<file path="src/rtl/conv2d_stream_engine.sv">
// Streaming 3x3 convolution over a raster-order frame using two line buffers.
// Optional macro CONV_RELU_EN clamps negative results to zero.
module conv2d_stream_engine #(
    parameter  int IMG_W  = 32,
    parameter  int IMG_H  = 32,
    parameter  int PIX_W  = 8,
    parameter  int COEF_W = 8,
    localparam int ACC_W  = PIX_W + COEF_W + 6
) (
    input  logic                     clk,
    input  logic                     rst,
    input  logic                     start,
    input  logic                     cfg_wr_en,
    input  logic [3:0]               cfg_addr,
    input  logic [COEF_W-1:0]        cfg_data,
    input  logic [PIX_W-1:0]         pixel_in,
    input  logic                     pixel_valid,
    output logic signed [ACC_W-1:0]  result_out,
    output logic                     result_valid,
    output logic                     busy,
    output logic                     done
);

    localparam int XW = $clog2(IMG_W);
    localparam int YW = $clog2(IMG_H);
    localparam int K_DEF [9] = '{1, 0, -1, 2, 0, -2, 1, 0, -1};

    typedef enum logic [1:0] {IDLE, RUN, FLUSH, DONE} state_t;

    state_t                   state, state_nxt;
    logic [1:0]               flush_cnt;
    logic [XW-1:0]            x;
    logic [YW-1:0]            y;
    logic                     accept, last_pix, qual;
    logic signed [COEF_W-1:0] k [0:8];
    logic [PIX_W-1:0]         lb0 [0:IMG_W-1];
    logic [PIX_W-1:0]         lb1 [0:IMG_W-1];
    logic [PIX_W-1:0]         win [0:2][0:2];
    logic                     v0, v1, v2;
    logic signed [ACC_W-1:0]  prod_c [0:8];
    logic signed [ACC_W-1:0]  prod   [0:8];
    logic signed [ACC_W-1:0]  rsum   [0:2];
    logic signed [ACC_W-1:0]  sum_c;

    assign accept   = (state == RUN) && pixel_valid;
    assign last_pix = accept && (x == XW'(IMG_W - 1)) && (y == YW'(IMG_H - 1));
    assign qual     = accept && (x >= XW'(2)) && (y >= YW'(2));

    always_ff @(posedge clk) begin
        if (rst) state <= IDLE;
        else     state <= state_nxt;
    end

    always_comb begin
        state_nxt = state;
        busy      = 1'b0;
        done      = 1'b0;
        case (state)
            IDLE:  if (start) state_nxt = RUN;
            RUN: begin
                busy = 1'b1;
                if (last_pix) state_nxt = FLUSH;
            end
            FLUSH: begin
                busy = 1'b1;
                if (flush_cnt == 2'd3) state_nxt = DONE;
            end
            DONE: begin
                done      = 1'b1;
                state_nxt = IDLE;
            end
            default: state_nxt = IDLE;
        endcase
    end

    always_ff @(posedge clk) begin
        if (rst || state != FLUSH) flush_cnt <= '0;
        else                       flush_cnt <= flush_cnt + 2'd1;
    end

    always_ff @(posedge clk) begin
        if (rst || state == IDLE) begin
            x <= '0;
            y <= '0;
        end else if (accept) begin
            if (x == XW'(IMG_W - 1)) begin
                x <= '0;
                y <= (y == YW'(IMG_H - 1)) ? '0 : y + YW'(1);
            end else begin
                x <= x + XW'(1);
            end
        end
    end

    always_ff @(posedge clk) begin
        if (rst) begin
            for (int unsigned i = 0; i < 9; i++) k[i] <= COEF_W'(K_DEF[i]);
        end else if (state == IDLE && cfg_wr_en && cfg_addr < 4'd9) begin
            k[cfg_addr] <= cfg_data;
        end
    end

    // lb0 holds row y-1 and lb1 row y-2; the window's right column is fed
    // from them at the current x before they are overwritten.
    always_ff @(posedge clk) begin
        if (rst) begin
            for (int unsigned i = 0; i < IMG_W; i++) begin
                lb0[i] <= '0;
                lb1[i] <= '0;
            end
            for (int unsigned r = 0; r < 3; r++)
                for (int unsigned c = 0; c < 3; c++) win[r][c] <= '0;
            v0 <= 1'b0;
        end else begin
            v0 <= qual;
            if (accept) begin
                lb1[x] <= lb0[x];
                lb0[x] <= pixel_in;
                for (int unsigned r = 0; r < 3; r++) begin
                    win[r][0] <= win[r][1];
                    win[r][1] <= win[r][2];
                end
                win[0][2] <= lb1[x];
                win[1][2] <= lb0[x];
                win[2][2] <= pixel_in;
            end
        end
    end

    always_comb begin
        for (int unsigned r = 0; r < 3; r++)
            for (int unsigned c = 0; c < 3; c++)
                prod_c[r*3+c] = ACC_W'(signed'({1'b0, win[r][c]})) * ACC_W'(k[r*3+c]);
    end

    assign sum_c = rsum[0] + rsum[1] + rsum[2];

    always_ff @(posedge clk) begin
        if (rst) begin
            for (int unsigned i = 0; i < 9; i++) prod[i] <= '0;
            for (int unsigned r = 0; r < 3; r++) rsum[r] <= '0;
            v1           <= 1'b0;
            v2           <= 1'b0;
            result_out   <= '0;
            result_valid <= 1'b0;
        end else begin
            prod <= prod_c;
            v1   <= v0;
            for (int unsigned r = 0; r < 3; r++)
                rsum[r] <= prod[r*3] + prod[r*3+1] + prod[r*3+2];
            v2           <= v1;
            result_valid <= v2;
            if (v2) begin
`ifdef CONV_RELU_EN
                result_out <= sum_c[ACC_W-1] ? '0 : sum_c;
`else
                result_out <= sum_c;
`endif
            end
        end
    end

endmodule

</file>
<file path="config.mk">
export PLATFORM = sky130hd
export DESIGN_NAME = conv2d_stream_engine
export DESIGN_NICKNAME = d
export VERILOG_FILES = /design/src/rtl/conv2d_stream_engine.sv
export SDC_FILE = /design/constraint.sdc
export NUM_CORES = 2
export LEC_CHECK = 0
export ABC_AREA = 1
export BUFFER_PORTS_ARGS = -buffer_cell sky130_fd_sc_hd__buf_2
export CAP_MARGIN = 0
export CORE_MARGIN = 1.5
export CORE_UTILIZATION = 65
export CTS_BUF_LIST = sky130_fd_sc_hd__clkbuf_8
export DETAILED_ROUTE_END_ITERATION = 6
export PLACE_DENSITY = 0.93
export SETUP_SLACK_MARGIN = 0.15
export SYNTH_ARGS = -nofsm -noshare
export SYNTH_HDL_FRONTEND = slang
export SYNTH_SLANG_ARGS = --single-unit
</file>
<file path="constraint.sdc">
create_clock -name clk -period 6.6 [get_ports clk]
set_clock_uncertainty 0.1 [all_clocks]
set_input_delay 1.32 -clock clk [delete_from_list [all_inputs] [get_ports clk]]
set_output_delay 1.32 -clock clk [all_outputs]
set_load 0.1 [all_outputs]
</file>
==> run summary <==
post-synth top area share: 31.8%
routability cong.: 0.999
Hold-fix buffers, CTS: 0
1st-pass router iterations: 7
Mean Syn Cell Area: 8.56 um^2
IO buf count: 49
Post-synth top flop: edfxtp_1
Max Cap Viol: 0
DR iter-0 viols: 7043
Net Count, Synth: 8135
Netlist Area Pre-Place: 0.0619 mm^2
Min Hold Slack: 329 ps
post-synthesis instance total: 7230
Fmax: 0.218 GHz
die width: 312 um
gr usage total: 33.5%
die area: 0.0971 mm^2
status: finished, violations left
fraction of registers with async set/reset: 0%
P&R area growth vs syn: 5.48%
pre-CTS setup slack: 2200 ps
DR vias: 49.7k
area leader, netlist: edfxtp_1
initial antenna violation count: 6
Routed WL: 162000 um
pin count of the biggest net entering global routing: 129
critical path launch point type: flop
Hold Vio Cnt, Final: 0
footprint of the multi-input gates: 0.0309 mm^2
Max Root-Sink Buffers: 3
post-route design area: 0.0653 mm^2
buffer and inverter count on the worst path: 3
CORE AREA: 0.0947 mm^2
Yosys Warn Count: 0
# Post-CTS Setup Buffers: 0
Synth top cells by count: nand2_1, inv_1, nor2_1
Slew HR: 20.3%
setup ws final: 2000 ps
Clock Root Buffer: clkbuf_8
most common cell in the netlist: nand2_1
initial core utilization: 65.4%
Crit path largest cell delay: 1050 ps
RSZ-0062 raised after global routing: no
Final Util: 68.9%
CP cell instances: inv_6, buf_4, nand2_1, nand3_1, nand3_1, nand2_1, nand2_1, nand3_1, o21ai_4, buf_4, nor2_2
vias in the first global route: 49.5k
synth top area cells: edfxtp_1, fa_1, nand2_1
worst path required time: 7100 ps
first-pass GRT wire length: 256000 um
Worst-Margin Slew: 1180 ps
Peak VDD IR: 322 uV
clock-pin slew of the registers on the worst-case setup and hold paths: 60 ps
LEAKAGE: 32.0 nW
post_cts resized: 0
Cell Rows: 113
register area share after synthesis: 40.4%
WL/cell: 19.1 um
ratio of cells with drive above 1 in the final layout: 5.31%
Reg area: 0.0250 mm^2
Final #Nets: 8000
Setup CP Type: reg2reg
Setup TNS: 0 ps
grt total ovfl: 0
Post-DP HPWL: 113000 um
Max FO, Critical Path: 128
dpl cell area: 0.0622 mm^2
slowest CP cell: dfxtp_4
Hold Path Class: reg2reg
Tcrit/Tclk final: 69.7%
minimum clock period: 4600 ps
Slew Limit Fails: 0
vias per inst: 5.86
pwr dens: 380 mW/mm^2
CTS tree: yes
Num CTS Buffers: 150
Synth cell types: 46
H-Tree Depth: 4
failing checks: DRC
final setup fails: 0
clk sinks: 920
die height: 312 um
Post-route DRC: 6
CP Capture Type: flop
CP arrival: 5100 ps
Filler cells: 6672
clk_lat worst skew: 890 ps
cell family with most CP delay: buffers and inverters
ANT nets after route: 0
synthesis-stage register bit count: 920
Post-synth EDFFs: 656
I/O pin count: 50
## report_power, final
| group | internal [mW] | switching [mW] | leakage, nW |
|---|---|---|---|
| Clock | 2.58 | 2.50 | 1.75 |
| Combinational | 4.19 | 8.04 | 21.4 |
| Sequential | 6.91 | 0.616 | 8.86 |
## flip-flops by register name, indices dropped and copies added (netlist names), 22 cells and up, named ones only
| register | count |
|---|---|
| k | 72 |
| lb0 | 256 |
| lb1 | 256 |
| prod | 153 |
| result_out | 22 |
| rsum | 66 |
| win | 72 |
## layout by cell type, fill, tap and decap left out, types with 5 or more instances in the layout
master / count
a21oi_1: 332
a21oi_2: 8
buf_2: 48
buf_4: 34
clkbuf_8: 174
clkinv_1: 20
clkinv_2: 18
dfxtp_1: 260
edfxtp_1: 656
fa_1: 409
ha_1: 471
inv_1: 1170
inv_12: 5
nand2_1: 1591
nand2_2: 15
nand3_1: 446
nand4_1: 19
nor2_1: 1067
nor2_2: 31
nor3_1: 24
o21a_1: 26
o21ai_0: 270
o21ai_4: 8
o21bai_1: 5
o22ai_1: 9
o31ai_1: 8
or2_2: 12
xor2_1: 18
## routing by layer
metal	global-route usage (%)	share of wire, %
met1	41.8	36
met2	54.5	47
met3	6.97	12
met4	18.8	6.1
met5	0	0.019
## cell type report
| type | instances | area share, % |
|---|---|---|
| clock inverters | 97 | 1.00 |
| flip-flops and latches | 920 | 38.3 |
| diodes | 2 | 0.00766 |
| inverters | 1136 | 6.55 |
| multi-input cells | 4805 | 47.3 |
| well taps | 1265 | 2.42 |
| repair buffers | 82 | 0.759 |
| clock buffers | 174 | 3.67 |
## per-stage QoR
stage,cells,power [mW]
floorplan,7230,16.3
global route,8480,26.7
detailed placement,8208,19.4
finish,8481,24.8
global placement,8208,19.0
CTS,8479,24.5
## worst register-to-register path, cell delays in order, from the launching register on
cell and delay, ps:
dfxtp_4 1050, inv_6 560, buf_4 630, nand2_1 210
nand3_1 80, nand3_1 140, nand2_1 100, nand2_1 80
nand3_1 290, o21ai_4 450, buf_4 540, nor2_2 70
## worst paths after layout
check / start / to / slack [ps] / depth (start not counted)
setup / recovery: flop / lb1[14][6]$_SDFFCE_PN0P_ / 2000 / 11
hold / removal: flush_cnt[0]$_SDFF_PP0_ / flush_cnt[0]$_SDFF_PP0_ / 330 / 1
setup reg to reg: flop / lb1[14][6]$_SDFFCE_PN0P_ / 2000 / 11
hold reg to reg: flush_cnt[0]$_SDFF_PP0_ / flush_cnt[0]$_SDFF_PP0_ / 330 / 1
## cells by family (layout without fill, tap and decap cells)
logic type | after synthesis | in the layout | share of synthesized area (%)
simple gates | 3223 | 3223 | 20.9
buf+inv | 1505 | 1489 | 9.75
flops | 920 | 920 | 40.4
fa+ha+maj | 880 | 880 | 22.7
compound gates | 680 | 680 | 5.92
xor+xnor | 22 | 22 | 0.311
other cells | 0 | 2 | 0
Power figures use the tool's default switching activity.
